===== src/rtl/truth_table_scanner_if.sv =====
// rtl/truth_table_scanner_if.sv - stimulus/capture bundle between a truth-table scanner and its host
//
// Purpose: groups the scan request, applied vector, sampled z and result signals.
//   master : host side (drives start, z_in, expected)
//   slave  : scanner side (drives vec, busy, done, table_out, ones, mismatch, fail_idx)
// Ports (signals):
//   start      scan request
//   vec        applied input vector, N_IN bits
//   z_in       output of the block under scan
//   busy       scan in progress
//   done       one-cycle completion pulse
//   table_out  captured truth table, 2**N_IN bits
//   ones       minterm count, N_IN+1 bits
//   expected / mismatch / fail_idx  present only when TT_CHECK_EN is defined
interface truth_table_scanner_if #(
  parameter int N_IN = 5
);
  logic                 start;
  logic [N_IN-1:0]      vec;
  logic                 z_in;
  logic                 busy;
  logic                 done;
  logic [2**N_IN-1:0]   table_out;
  logic [N_IN:0]        ones;
`ifdef TT_CHECK_EN
  logic [2**N_IN-1:0]   expected;
  logic                 mismatch;
  logic [N_IN-1:0]      fail_idx;

  modport master (output start, z_in, expected,
                  input  vec, busy, done, table_out, ones, mismatch, fail_idx);
  modport slave  (input  start, z_in, expected,
                  output vec, busy, done, table_out, ones, mismatch, fail_idx);
`else
  modport master (output start, z_in,
                  input  vec, busy, done, table_out, ones);
  modport slave  (input  start, z_in,
                  output vec, busy, done, table_out, ones);
`endif
endinterface


===== src/rtl/truth_table_scanner.sv =====
// rtl/truth_table_scanner.sv - walks every input vector of a Boolean block and captures its truth table
//
// Purpose: drives vec = 0 .. 2**N_IN-1, holds each for SETTLE+1 cycles, samples z_in on the
//   last cycle into table_out[vec] and counts ones. done pulses once per completed scan.
// Optional feature: define TT_CHECK_EN to compare against a golden table (expected), flag a
//   sticky mismatch and record the first failing index (fail_idx).
// Ports:
//   clk    rising-edge clock
//   reset  synchronous, active-high
//   bus    truth_table_scanner_if.slave (start, vec, z_in, busy, done, table_out, ones
//          [, expected, mismatch, fail_idx])
module truth_table_scanner #(
  parameter int N_IN   = 5,
  parameter int SETTLE = 1
) (
  input logic                   clk,
  input logic                   reset,
  truth_table_scanner_if.slave  bus
);

  typedef enum logic [1:0] {IDLE, HOLD, SAMPLE, FIN} state_e;

  localparam int              TBL_W     = 2**N_IN;
  localparam logic [N_IN-1:0] VEC_LAST  = '1;
  localparam logic [3:0]      HOLD_LAST = 4'((SETTLE == 0) ? 0 : SETTLE - 1);
  // With no settle time, HOLD is skipped entirely and vectors advance SAMPLE->SAMPLE.
  localparam state_e          STEP_ST   = (SETTLE == 0) ? SAMPLE : HOLD;

  state_e             state_q, state_d;
  logic [N_IN-1:0]    vec_q, vec_d;
  logic [3:0]         hold_q, hold_d;
  logic               busy_q, busy_d;
  logic [TBL_W-1:0]   table_q, table_d;
  logic [N_IN:0]      ones_q, ones_d;
`ifdef TT_CHECK_EN
  logic [TBL_W-1:0]   expected_q, expected_d;
  logic               mismatch_q, mismatch_d;
  logic [N_IN-1:0]    fail_idx_q, fail_idx_d;
`endif

  always_ff @(posedge clk) begin
    if (reset) begin
      state_q    <= IDLE;
      vec_q      <= '0;
      hold_q     <= '0;
      busy_q     <= 1'b0;
      table_q    <= '0;
      ones_q     <= '0;
`ifdef TT_CHECK_EN
      expected_q <= '0;
      mismatch_q <= 1'b0;
      fail_idx_q <= '0;
`endif
    end else begin
      state_q    <= state_d;
      vec_q      <= vec_d;
      hold_q     <= hold_d;
      busy_q     <= busy_d;
      table_q    <= table_d;
      ones_q     <= ones_d;
`ifdef TT_CHECK_EN
      expected_q <= expected_d;
      mismatch_q <= mismatch_d;
      fail_idx_q <= fail_idx_d;
`endif
    end
  end

  always_comb begin
    state_d    = state_q;
    vec_d      = vec_q;
    hold_d     = hold_q;
    busy_d     = busy_q;
    table_d    = table_q;
    ones_d     = ones_q;
`ifdef TT_CHECK_EN
    expected_d = expected_q;
    mismatch_d = mismatch_q;
    fail_idx_d = fail_idx_q;
`endif
    case (state_q)
      IDLE: begin
        if (bus.start) begin
          state_d = STEP_ST;
          vec_d   = '0;
          hold_d  = '0;
          busy_d  = 1'b1;
          table_d = '0;
          ones_d  = '0;
`ifdef TT_CHECK_EN
          expected_d = bus.expected;
          mismatch_d = 1'b0;
          fail_idx_d = '0;
`endif
        end
      end
      HOLD: begin
        if (hold_q == HOLD_LAST) begin
          hold_d  = '0;
          state_d = SAMPLE;
        end else begin
          hold_d = hold_q + 4'd1;
        end
      end
      SAMPLE: begin
        table_d[vec_q] = bus.z_in;
        ones_d         = ones_q + {{N_IN{1'b0}}, bus.z_in};
`ifdef TT_CHECK_EN
        if (bus.z_in != expected_q[vec_q]) begin
          // fail_idx keeps the first failing vector only.
          if (!mismatch_q) fail_idx_d = vec_q;
          mismatch_d = 1'b1;
        end
`endif
        if (vec_q == VEC_LAST) begin
          state_d = FIN;
        end else begin
          vec_d   = vec_q + 1'b1;
          state_d = STEP_ST;
        end
      end
      FIN: begin
        // start is not looked at here; the next request is taken from IDLE.
        busy_d  = 1'b0;
        vec_d   = '0;
        state_d = IDLE;
      end
      default: state_d = IDLE;
    endcase
  end

  assign bus.vec       = vec_q;
  assign bus.busy      = busy_q;
  assign bus.done      = (state_q == FIN);
  assign bus.table_out = table_q;
  assign bus.ones      = ones_q;
`ifdef TT_CHECK_EN
  assign bus.mismatch  = mismatch_q;
  assign bus.fail_idx  = fail_idx_q;
`endif

endmodule


===== src/flat_wrapper.sv =====
// flat-port wrapper written by rule: the top's interface ports become plain ports
module truth_table_scanner_flat 
#(
  parameter int N_IN   = 5,
  parameter int SETTLE = 1
)
  (clk, reset, bus_start, bus_z_in, bus_vec, bus_busy, bus_done, bus_table_out, bus_ones);
  truth_table_scanner_if #(.N_IN(N_IN)) bus_i ();
  input logic clk;
  input logic reset;
  input wire logic [$bits(bus_i.start)-1:0] bus_start;
  input wire logic [$bits(bus_i.z_in)-1:0] bus_z_in;
  output wire logic [$bits(bus_i.vec)-1:0] bus_vec;
  output wire logic [$bits(bus_i.busy)-1:0] bus_busy;
  output wire logic [$bits(bus_i.done)-1:0] bus_done;
  output wire logic [$bits(bus_i.table_out)-1:0] bus_table_out;
  output wire logic [$bits(bus_i.ones)-1:0] bus_ones;
  assign bus_i.start = bus_start;
  assign bus_i.z_in = bus_z_in;
  assign bus_vec = bus_i.vec;
  assign bus_busy = bus_i.busy;
  assign bus_done = bus_i.done;
  assign bus_table_out = bus_i.table_out;
  assign bus_ones = bus_i.ones;
  truth_table_scanner #(.N_IN(N_IN), .SETTLE(SETTLE)) u_core (.clk(clk), .reset(reset), .bus(bus_i));
endmodule

===== config.mk =====
export PLATFORM = sky130hd
export DESIGN_NAME = truth_table_scanner_flat
export DESIGN_NICKNAME = d
export VERILOG_FILES = /design/src/rtl/truth_table_scanner_if.sv /design/src/rtl/truth_table_scanner.sv /design/src/flat_wrapper.sv
export SDC_FILE = /design/constraint.sdc
export NUM_CORES = 1
export LEC_CHECK = 0
export ABC_AREA = 1
export CORE_MARGIN = 2
export CORE_UTILIZATION = 44
export CTS_CLUSTER_DIAMETER = 100
export DETAILED_ROUTE_END_ITERATION = 8
export GPL_TIMING_DRIVEN = 1
export MAX_ROUTING_LAYER = met4
export PLACE_DENSITY = 0.69
export SYNTH_ARGS = -nofsm -noshare
export SYNTH_HDL_FRONTEND = slang
export SYNTH_SLANG_ARGS = --single-unit

===== constraint.sdc =====
create_clock -name clk -period 2.4 [get_ports clk]
set_input_delay 0.36 -clock clk [delete_from_list [all_inputs] [get_ports clk]]
set_output_delay 0.36 -clock clk [all_outputs]
set_load 0.02 [all_outputs]

[Word level (Yosys, flattened, before mapping)]
Cells that the tools add are included.
Word-level totals
  flip-flop bits (word level): 50
  input port bits: 4
  output and inout bits: 45
Operators by class
  $add $sub $neg: 3
  $lt $le $gt $ge: 2
  equality and inequality tests: 7
  mux-type cells: 19
  reduce and logical (&&, ||, !) cells: 12
Operators with widths (count)
  $pmux 32 s2: 1
  $bwmux 32: 1
  $mux 32: 1
  $pmux 5 s3: 1
  $pmux 6 s2: 1
  $mux 5: 2
  $mux 4: 2
  $pmux 2 s4: 1
  $pmux 4 s2: 1
  $reduce_and 2->1: 4
  $add 6x1->6: 1
  $lt 5x6->1 const B: 1
  $mux 2: 3
  $mux 6: 1
  $reduce_bool 2->1: 3
  $add 5x1->5 const B: 1
  $demux 1 s5: 1
  $eq 5x5->1 const B: 1
  $ge 5x1->1 const B: 1
  $add 4x1->4 const B: 1
  $eq 2x2->1 const B: 2
  $logic_not 4->1: 1
  $ne 2x2->1 const B: 2
  $reduce_and 3->1: 1
  other kinds (7): 8

[Depth between registers and ports, before layout]
Gate-level depths: netlist of run 1.
  depth after elaboration: 6
  mapped depth: 10
  gate-level depth less buffers: 10

[Worst setup path before layout of run 1]
OpenSTA, ideal clock, no wires.
  kind: register to register
  start: register u_core.vec_q[1] (netlist: u_core.bus.vec[1])
  end: register u_core.vec_q[3] (netlist: u_core.bus.vec[3])
  setup time: 115 ps
  data arrival time: 1475 ps
  data required time: 2285 ps
  slack: 809 ps
  stages on the path, launching flop included: 10
  path buffers: 0
  clock period less this slack: 1591 ps
  cells stage by stage: dfxtp_1 ha_1 nand2_1 nor2_1 ha_1 nand3_1 nand2_1 nor2_1 a21oi_1 nor2_1
Between the ends
  cells in the longest elaborated chain, start to end: 3
  elaborated cells between the ends (all ways): 6
  classes of those cells: add/sub (1); eq/ne (2); mux (2); reduce/logical (1)
Ends and longest elaborated chain
  start, declared: line truth_table_scanner.sv:30  | logic [N_IN-1:0] vec_q, vec_d;
  start signal, assigned: line truth_table_scanner.sv:56  | vec_q <= vec_d;
  $add 5x1->5 / $eq 5x5->1 (equally long branches): line truth_table_scanner.sv:118, truth_table_scanner.sv:115
  $mux 5 / $ne 2x2->1 (equally long branches)
  $pmux 5 s3 / $reduce_and 3->1 (equally long branches)
Parallel ways exist; a longest one is shown, timed or not. The select of a mux whose other input is x is not followed.
A chain may end at the register's enable or synchronous reset.

[Final worst setup path of run 1]
  start: register u_core.state_q[1]
  end: output port bus_done
Between the ends
  cells in the longest elaborated chain, start to end: 1
Ends and longest elaborated chain
  start, declared: line truth_table_scanner.sv:29  | state_e state_q, state_d;
  start signal, assigned: line truth_table_scanner.sv:55  | state_q <= state_d;
  $eq 2x2->1: line truth_table_scanner.sv:134  | assign bus.done = (state_q == FIN);
  end, declared: line flat_wrapper.sv:15  | output wire logic [$bits(bus_i.done)-1:0] bus_done;
No other way between the ends.

==> results.md, run 1 <==
- Reg-to-reg critical path startpoint: u_core.bus.vec[0]
- Initial Util: 0.4642
- Ant. Diodes: 0
- Vert. Die Dim: 77.87 um
- Root Driver: clkbuf_8
- Synth warn: 0
- Final setup TNS: 0 ns
- H-tree depth: 2
- Rel. slew slack: 0.6330
- Hold Crit Start: u_core.bus.table_out[15]
- Crit Path Max Fanout: 7
- GRT met2 Usage: 0.3155
- Num CTS Buffers: 5
- Post-CTS Resized: 0
- Critical Path Source: u_core.state_q[1]
- Max-Cap Viols: 0
- I/O Pins: a little under 50
- Cells after Synth: around 330
- # rows: 26
- R2R Setup Slk: roughly 0.73 ns
- Layout area overhead: 26.84%
- Port Buf Inserts: 48
- Worst hold slack: approximately 0.47 ns
- Clk pin slew, worst setup/hold paths: ~0.090 ns
- Power Density: roughly 530 nW/um2
- CTS tree: yes
- Clock latency on the worst-skew pair: 0.31 ns
- Global routing's busiest layer: met2
- Status: complete, no violations
- Bufs on Longest Clock Path: 2
- Global route overflow: 0
- Overall Global Routing Usage: 0.2051
- Vias/cell: around 5
- Data required time at the worst endpoint: ~2 ns
- Register bit total from synthesis: 50
- Crit end category: output pin
- Syn nets: 344
- First-pass GRT wire length: between 9000 and 10,000 um
- Drt pass-1 iters: 4
- Period utilization: 0.8150
- Gpl congestion: about 0.83
- Final hold vios: 0
- RSZ-0062 raised after global routing: false
- Syn_area_per_cell: ~7.3 um2
- DRT iter0 DRCs: about 180
- Share of layout cells above drive strength 1: 0.06596
- Dpl hpwl: 3999 um
- Die area: around 6100 um2
- Pin count of the biggest net entering global routing: 30
- ANT nets after route: 0
- Max Slew Vio Count: 0
- Die X: approximately 78 um
- Vias in the first global route: 2,152
- Buffer count from post-CTS setup fixing: 0
- Drt drc: 0
- Cts-stage hold buffer count: 0
- Grt met3 use: 0.03837
- Worst VDD drop: 310.3 uV
- Final nets: ~390
- Seq/Total Area, Yosys: 0.4169
- Clk_skew: just under 0.006 ns
- Drt total wl: between 5000 and 6000 um
- Leakage power: approximately 0.0011 uW
- Synthesized cell area: 2401 um2
- Max Clock Freq: 511.3 MHz
- CP arrival: 1.60 ns
- Via Count: 2,259
- Fin util: 0.5888
- Met1 Use GR: 0.2683
- Post-DR wirelength/cell: roughly 13 um
- Initial antenna violation count: 0
- Clk sink count: 50
- Core area: around 5200 um2
- Startpoint Class: flip-flop
- Final setup violation count: 0
- Setup CP Type: reg -> out
- Hold Crit Class: reg -> reg
- Min Tclk post-route: approximately 2.0 ns
- Unique cell type count in the Yosys netlist: 24
- Least-Margin Pin Slew: 0.5485 ns
==> Yosys cell counts <==
cell type,number,share of area
a21boi_1,1,0.0031
a21oi_1,36,0.075
a22oi_1,10,0.031
buf_1,4,0.0063
buf_2,3,0.0063
buf_6,3,0.014
clkbuf_1,3,0.0047
clkinv_1,1,0.0016
dfxtp_1,50,0.42
ha_1,9,0.047
inv_1,23,0.036
inv_2,2,0.0031
nand2_1,75,0.12
nand2_4,1,0.0047
nand3_1,57,0.12
nand4_1,3,0.0078
nor2_1,28,0.044
nor2_2,5,0.013
nor2_4,4,0.019
nor3_1,3,0.0063
o21a_1,1,0.0031
o21ai_0,7,0.015
o21bai_1,1,0.0031
xor2_1,1,0.0036
==> power breakdown <==
part | switching, uW | internal (uW)
clock network | 288 | 310
registers | 9.34 | 837
logic | 113 | 48.1
==> critical path, cell delays in order (launching register included) <==
cell and delay (ns):
dfxtp_1 0.48, nand2_1 0.15, inv_1 0.07, clkdlybuf4s50_1 0.59
==> stage by stage <==
| stage | worst slack [ns] | instances | instance area [um2] | power [uW] |
|---|---|---|---|---|
| final | 0.4440 | 449 | 3045 | 1606 |
| after global routing | 0.3421 | 449 | 3045 | 1684 |
| after CTS | 0.4334 | 449 | 3045 | 1622 |
| after detailed placement | 0.5054 | 441 | 2932 | 1028 |
| after global placement | 0.5413 | 441 | 2932 | 1026 |
| after floorplan | 0.8095 | 331 | 2401 | 979.6 |
==> kinds of logic after synthesis <==
family	after synthesis	share of synthesized area
AOI/OAI and AO/OA	56	0.1303
adders and majority gates	9	0.04690
DFF	50	0.4169
and+or+nand+nor	176	0.3304
xor gates and xnor gates	1	0.003648
buffers and inverters	39	0.07191
==> registers in the layout (all words and copies together), names as in the netlist <==
register / cells
u_core.bus.vec: 5
u_core.bus.busy: 1
u_core.bus.ones: 6
u_core.state_q: 2
u_core.hold_q: 4
u_core.bus.table_out: 32
==> final timing paths <==
kind | depth (start not counted) | to
setup reg to reg | 10 | u_core.bus.vec[3]
hold reg to reg | 2 | u_core.bus.table_out[15]
hold / removal | 2 | u_core.bus.table_out[15]
setup / recovery | 3 | bus_done
==> layout by cell type, fill, tap and decap left out, types with 2 or more instances in the layout <==
cell type | synthesis | layout
ha_1 | 9 | 9
nor2_1 | 28 | 28
nand3_1 | 57 | 57
a21oi_1 | 36 | 36
dfxtp_1 | 50 | 50
a22oi_1 | 10 | 10
inv_2 | 2 | 2
clkdlybuf4s50_1 | 0 | 48
nand2_1 | 75 | 75
nand4_1 | 3 | 3
nor3_1 | 3 | 3
clkinvlp_4 | 0 | 2
inv_1 | 23 | 23
nor2_4 | 4 | 4
o21ai_0 | 7 | 7
buf_4 | 0 | 5
nor2_2 | 5 | 5
clkbuf_8 | 0 | 5
==> per-layer routing <==
| layer | up-vias | part of all wire |
|---|---|---|
| met3 | 6 | 0.038 |
| met1 | 1010 | 0.50 |
| met4 | 0 | 0.015 |
| li1 | 1193 | - |
| met2 | 50 | 0.45 |
| met5 | - | 0 |
==> area by class of cell <==
class | instances | area, um2
Clock buffer | 5 | 68.82
Tap cell | 70 | 87.58
Inverter | 26 | 97.59
Clock inverter | 3 | 45.04
Sequential cell | 50 | 1001
Multi-Input combinational cell | 242 | 1227
Timing Repair Buffer | 53 | 518.0
Fill cell | 485 | 2127
(Power assumes the default switching activity.)
==> run 2: changes to the inputs <==
- clock period: 2.4 -> 1.8 ns (I/O delays scaled with it)
==> run 2 against run 1 <==
Against the previous run: setup slack got worse by 0.38 ns; sequential cell count did not move; register-to-register slack got worse by 0.56 ns; utilization rose by 0.90 points; clock power rose by 33%; sequential share of layout area fell by 0.45 points; global-route usage rose by 0.48 points; sequential power rose by 33%; die area did not move.
==> results.md, run 2 (synthesis gave the netlist of run 1 again) <==
- Crit end category: output pin
- Final setup violation count: 0
- Max Clock Freq: between 500 and 600 MHz
- # rows: 26
- Internal power: 1599 uW
- Cts-stage hold buffer count: 0
- Sequential power share: 0.525
- Placement Setup Slack: ~0.12 ns
- Leakage power: ~0.0011 uW
- Gpl congestion: around 0.78
- Clock share of power: 0.368
- ANT nets after route: 0
- Data required time at the worst endpoint: around 1.5 ns
- Drt pass-1 iters: 4
- Die area: roughly 6000 um2
- Final hold vios: 0
- H-tree depth: 2
- Crit path depth: 1
- Setup CP Type: reg -> out
- Rel. slew slack: 0.6527
- Logic pwr share: 0.107
- Root Driver: clkbuf_8
- Most frequent cells in the layout: nand2_1, nand3_1, dfxtp_1, clkdlybuf4s50_1, a21oi_1
- Clock latency on the worst-skew pair: roughly 0.31 ns
- First-pass GRT wire length: approximately 10000 um
- Max Slew Vio Count: 0
- Min Tclk post-route: ~1.7 ns
- Clk_skew: ~0.0064 ns
- Post-DR wirelength/cell: 12.94 um
- Core area: roughly 5200 um2
- Max-Cap Viols: 0
- Vert. Die Dim: 77.87 um
- Power Density: roughly 700 nW/um2
- Worst path top cell family by delay: buffers and inverters
- Overall Global Routing Usage: 0.2099
- Slowest CP cell: clkdlybuf4s50_1
- Startpoint Class: flip-flop
- I/O Pins: 49
- Clk pin slew, worst setup/hold paths: roughly 0.09 ns
- Vias in the first global route: 2,137
- Bufs on Longest Clock Path: 2
- Global route overflow: 0
- Clk sink count: 50
- Least-Margin Pin Slew: approximately 0.52 ns
- Initial antenna violation count: 0
- Hold Crit Class: reg -> reg
- Largest register FFs: 32
- DRT iter0 DRCs: between 100 and 150
- R2R depth: 8
- RSZ-0062 raised after global routing: false
- Status: complete, no violations
- CP arrival: about 1.5 ns
- CTS tree: yes
- Crit Path Max Fanout: 8
- Period utilization: 0.9626
- Share of layout cells above drive strength 1: 0.08355
- Worst hold path stage count: 2
- Via Count: between 2,000 and 2,500
- Critical path buffer and inverter count: 1
- Commonest non-fill, non-tap cell in the layout: nand2_1
- Die X: approximately 80 um
- Buffer count from post-CTS setup fixing: 0
- Net Sw Frac: 0.2576
- NetSw: around 550 uW
- Final setup TNS: 0 ns
- Crit-path cells: clkdlybuf4s50_1
- Layout area overhead: 28.77%
- Port Buf Inserts: 48
- Drt total wl: between 5000 and 6000 um
- Dpl hpwl: 4119 um
- Num CTS Buffers: 5
- Drt drc: 0
- Initial Util: 0.4642
- Ant. Diodes: 0
- Post-CTS Resized: 1
- Vias/cell: about 5.2
- Final nets: 395
- CP peak stage delay: between 0.6 and 0.7 ns
- Pin count of the biggest net entering global routing: 31
- Setup slack after layout: around 0.067 ns
- Worst VDD drop: 508.1 uV
-- run 2: cell count changes in the layout (fill, tap and decap cells not counted), sizes merged --
cell and change:
clkinv +2, clkinvlp -2, dlymetal6s2s +1, clkdlybuf4s50 -1, buf +4
-- run 2: worst paths after layout --
| check | start | end | slack, ns |
|---|---|---|---|
| worst max-delay path | u_core.bus.vec[2] | bus_vec[2] | 0.07 |
| worst max register to register | u_core.bus.vec[0] | u_core.bus.vec[0] | 0.17 |
| worst min-delay path | u_core.bus.table_out[23] | u_core.bus.table_out[23] | 0.46 |
| worst min register to register | u_core.bus.table_out[23] | u_core.bus.table_out[23] | 0.46 |
-- run 2: metrics by stage --
| step | total power [uW] | cell area, um2 | hold slack [ns] | std cells | utilization |
|---|---|---|---|---|---|
| after floorplan | 1306 | 2401 | 0.4558 | 331 | - |
| after global placement | 1379 | 2974 | 0.4477 | 445 | 0.5750 |
| after detailed placement | 1381 | 2974 | 0.4517 | 445 | 0.5750 |
| after CTS | 2164 | 3084 | 0.4655 | 453 | 0.5963 |
| after global routing | 2241 | 3092 | 0.4824 | 453 | 0.5977 |
| final | 2153 | 3092 | 0.4640 | 453 | 0.5977 |
-- run 2: routing by layer --
| layer | GRT usage | wire length (um) | up-vias |
|---|---|---|---|
| met1 | 0.2895 | 2876 | 1079 |
| met3 | 0.03372 | 239 | 7 |
| met2 | 0.3052 | 2657 | 57 |
| met5 | - | 0 | - |
| li1 | - | - | 1201 |
| met4 | 0.08750 | 89 | 0 |
-- run 2: power by group through the flow --
| stage | registers (uW) | clock network, uW | logic, uW |
|---|---|---|---|
| after detailed placement | 1160 | 0 | 226 |
| after floorplan | 1160 | 0 | 144 |
| after global routing | 1130 | 852 | 257 |
| final | 1130 | 793 | 231 |
| after CTS | 1130 | 805 | 229 |
| after global placement | 1150 | 0 | 225 |
-- run 2: final cells by class --
cell class                 count  area [um2]
fill                         494        2081
multi-input combinational    242        1232
sequential                    50        1002
timing repair buffer          57       563.0
inverter                      26       97.59
tap                           70       87.58
clock buffer                   5       68.82
clock inverter                 3       40.04
==> run 3: changes to the inputs <==
- ABC_AREA: 1 -> unset
==> run 3 against run 2 <==
Against the previous run: combinational power shrank 16%; cell area grew 3.4%; first-iteration DRC count is 47% higher; critical path type unchanged.
==> results.md, run 3 <==
- Layout area overhead: 26.36%
- Final setup violation count: 0
- Most frequent cells in the layout: dfxtp_1, clkdlybuf4s50_1, a21oi_1, nand3_1, o211ai_1
- Least-Margin Pin Slew: roughly 0.45 ns
- Die area: 6372 um2
- Worst VDD drop: 391.0 uV
- Most common cell in the netlist: dfxtp_1
- ANT nets after route: 0
- Synth warn: 0
- Data required time at the worst endpoint: about 1.5 ns
- Period utilization: 0.9655
- Critical path buffer and inverter count: 1
- Cells after Synth: 282
- Root Driver: clkbuf_8
- Register bit total from synthesis: 50
- Syn nets: between 200 and 300
- Logic pwr share: 0.091
- Critical Path Source: u_core.bus.vec[4]
- Max Slew Vio Count: 0
- Largest cells by area after synthesis: dfxtp_1, o211ai_1, a21oi_1, nand3_1, ha_1
- Unique cell type count in the Yosys netlist: 44
- Largest area contributor in the netlist: dfxtp_1
- Ant. Diodes: 0
- Vias in the first global route: around 2,100
- Syn_area_per_cell: ~9 um2
- Min Tclk post-route: around 1.7 ns
- CP peak stage delay: 0.66 ns
- Hold Crit Start: u_core.bus.busy
- I/O Pins: between 40 and 50
- # rows: 27
- Hold Crit Class: reg -> reg
- Leakage power: about 0.0011 uW
- Bufs on Longest Clock Path: 2
- Synthesized cell area: 2530 um2
- Largest register FFs: 32
- Post-DR wirelength/cell: around 16 um
- Final nets: 341
- Via Count: between 2,000 and 2,500
- Clk pin slew, worst setup/hold paths: approximately 0.09 ns
- Crit Path Max Fanout: 8
- Max-Cap Viols: 0
- Port Buf Inserts: 48
- H-tree depth: 2
- Crit-path cells: clkdlybuf4s50_1
- CP arrival: ~1.5 ns
- Clock latency on the worst-skew pair: about 0.3 ns
- Overall Global Routing Usage: 0.2144
- Sequential power share: 0.528
- Commonest non-fill, non-tap cell in the layout: dfxtp_1
- Fin util: 0.5770
- Top-area cell type share of the netlist area: 0.3956
- NetSw: between 400 and 500 uW
- Commonest cells in the netlist: dfxtp_1, a21oi_1, nand3_1
- Core area: about 5500 um2
- Clk_skew: about 0.0087 ns
- Vias/cell: 5.808
- Drt total wl: 6228 um
- Num CTS Buffers: 5
- DRT iter0 DRCs: 192
- Post-synth EDFFs: 0
- Share of layout cells above drive strength 1: 0.1098
- Rel. slew slack: 0.6985
- Status: complete, no violations
- Post-synth top flop: dfxtp_1
- Max Clock Freq: approximately 580 MHz
- Clock share of power: 0.381
- Slowest CP cell: clkdlybuf4s50_1
- Startpoint Class: flip-flop
- First-pass GRT wire length: roughly 10,000 um
- Dpl hpwl: 4365 um
- Clk sink count: 50
- Drt drc: 0
- Worst path top cell family by delay: buffers and inverters
- Initial Util: 0.4566
- Fin area: between 3000 and 4000 um2
- Cts-stage hold buffer count: 0
- Gpl congestion: approximately 0.77
- Post-DP Area: just over 3000 um2
- Crit end category: output pin
- Final hold vios: 0
- Net Sw Frac: 0.2307
- Global route overflow: 0
- FFs w/ async S/R, synth: 0
- Pin count of the biggest net entering global routing: 32
- Die X: between 70 and 80 um
- Initial antenna violation count: 0
- Setup CP Type: reg -> out
- Drt pass-1 iters: 4
- CTS tree: yes
- Power Density: around 660 nW/um2
- Internal power: roughly 1600 uW
- Reg-to-reg critical path startpoint: u_core.bus.vec[0]
- Vert. Die Dim: 79.83 um
- Seq/Total Area, Yosys: 0.3956
[run 3: cell count changes in the layout (fill, tap and decap cells not counted), moves of 4 or more]
| cell | delta |
|---|---|
| and3b_1 | +8 |
| nand3_1 | -22 |
| o2bb2ai_1 | +4 |
| nor2_2 | -6 |
| nand3b_2 | +4 |
| nor2_1 | -20 |
| buf_4 | +8 |
| o211ai_1 | +31 |
| nor2_4 | -4 |
| or3b_1 | +4 |
| a22oi_1 | -7 |
| nand2_1 | -69 |
| inv_1 | -16 |
| nand3b_1 | +5 |
[run 3: path summary, 6_finish.rpt]
kind / end / slack, ns / cells after the start
worst min-delay path: u_core.bus.busy / 0.48 / 2
worst max-delay path: bus_vec[4] / 0.06 / 1
worst max register to register: u_core.bus.vec[2] / 0.10 / 6
worst min register to register: u_core.bus.busy / 0.48 / 2
[run 3: layer usage]
layer	routed length (um)	GRT usage
met1	2887	0.2822
met2	2903	0.3353
met3	350	0.03733
met4	87	0.07288
met5	0	-
[run 3: repair_timing]
action	in CTS	in global routing
setup buffers	0	0
gates resized for setup	0	2
setup endpoints to repair	0	2
[run 3: kinds of logic (layout without fill, tap and decap cells)]
group / after synthesis / after routing / share of synthesized area
AO/OA/AOI/OAI: 94 / 94 / 0.2418
flip-flops: 50 / 50 / 0.3956
buffers and inverters: 32 / 78 / 0.06825
AND/OR/NAND/NOR: 95 / 95 / 0.2418
adder cells (fa/ha/maj): 9 / 9 / 0.04451
multiplexers: 2 / 2 / 0.007913
[run 3: cell type report]
| cell class | instances | area (um2) |
|---|---|---|
| clock buffers | 6 | 82.58 |
| well taps | 72 | 90.09 |
| clock inverters | 1 | 30.03 |
| multi-input cells | 200 | 1366 |
| fillers | 512 | 2344 |
| flip-flops and latches | 50 | 1001 |
| inverters | 7 | 26.28 |
| repair buffers | 64 | 600.6 |
[run 3: power groups by stage]
stage	registers (uW)	logic (uW)	clock network, uW
after floorplan	1150	133	0
after CTS	1120	192	830
final	1120	193	807
after detailed placement	1140	191	0
after global placement	1140	188	0
after global routing	1120	210	874
[run 3: stage by stage]
step / std cells / hold slack (ns) / setup WS (ns) / TNS, ns / power [uW]
after floorplan: 282 / 0.4644 / 0.02195 / 0 / 1287
after global placement: 393 / 0.4683 / 0.008797 / 0 / 1332
after detailed placement: 393 / 0.4740 / -0.04136 / -0.3376 / 1336
after CTS: 400 / 0.4890 / 0.05047 / 0 / 2141
after global routing: 400 / 0.5105 / -0.01134 / -0.01134 / 2203
final: 400 / 0.4817 / 0.06214 / 0 / 2118
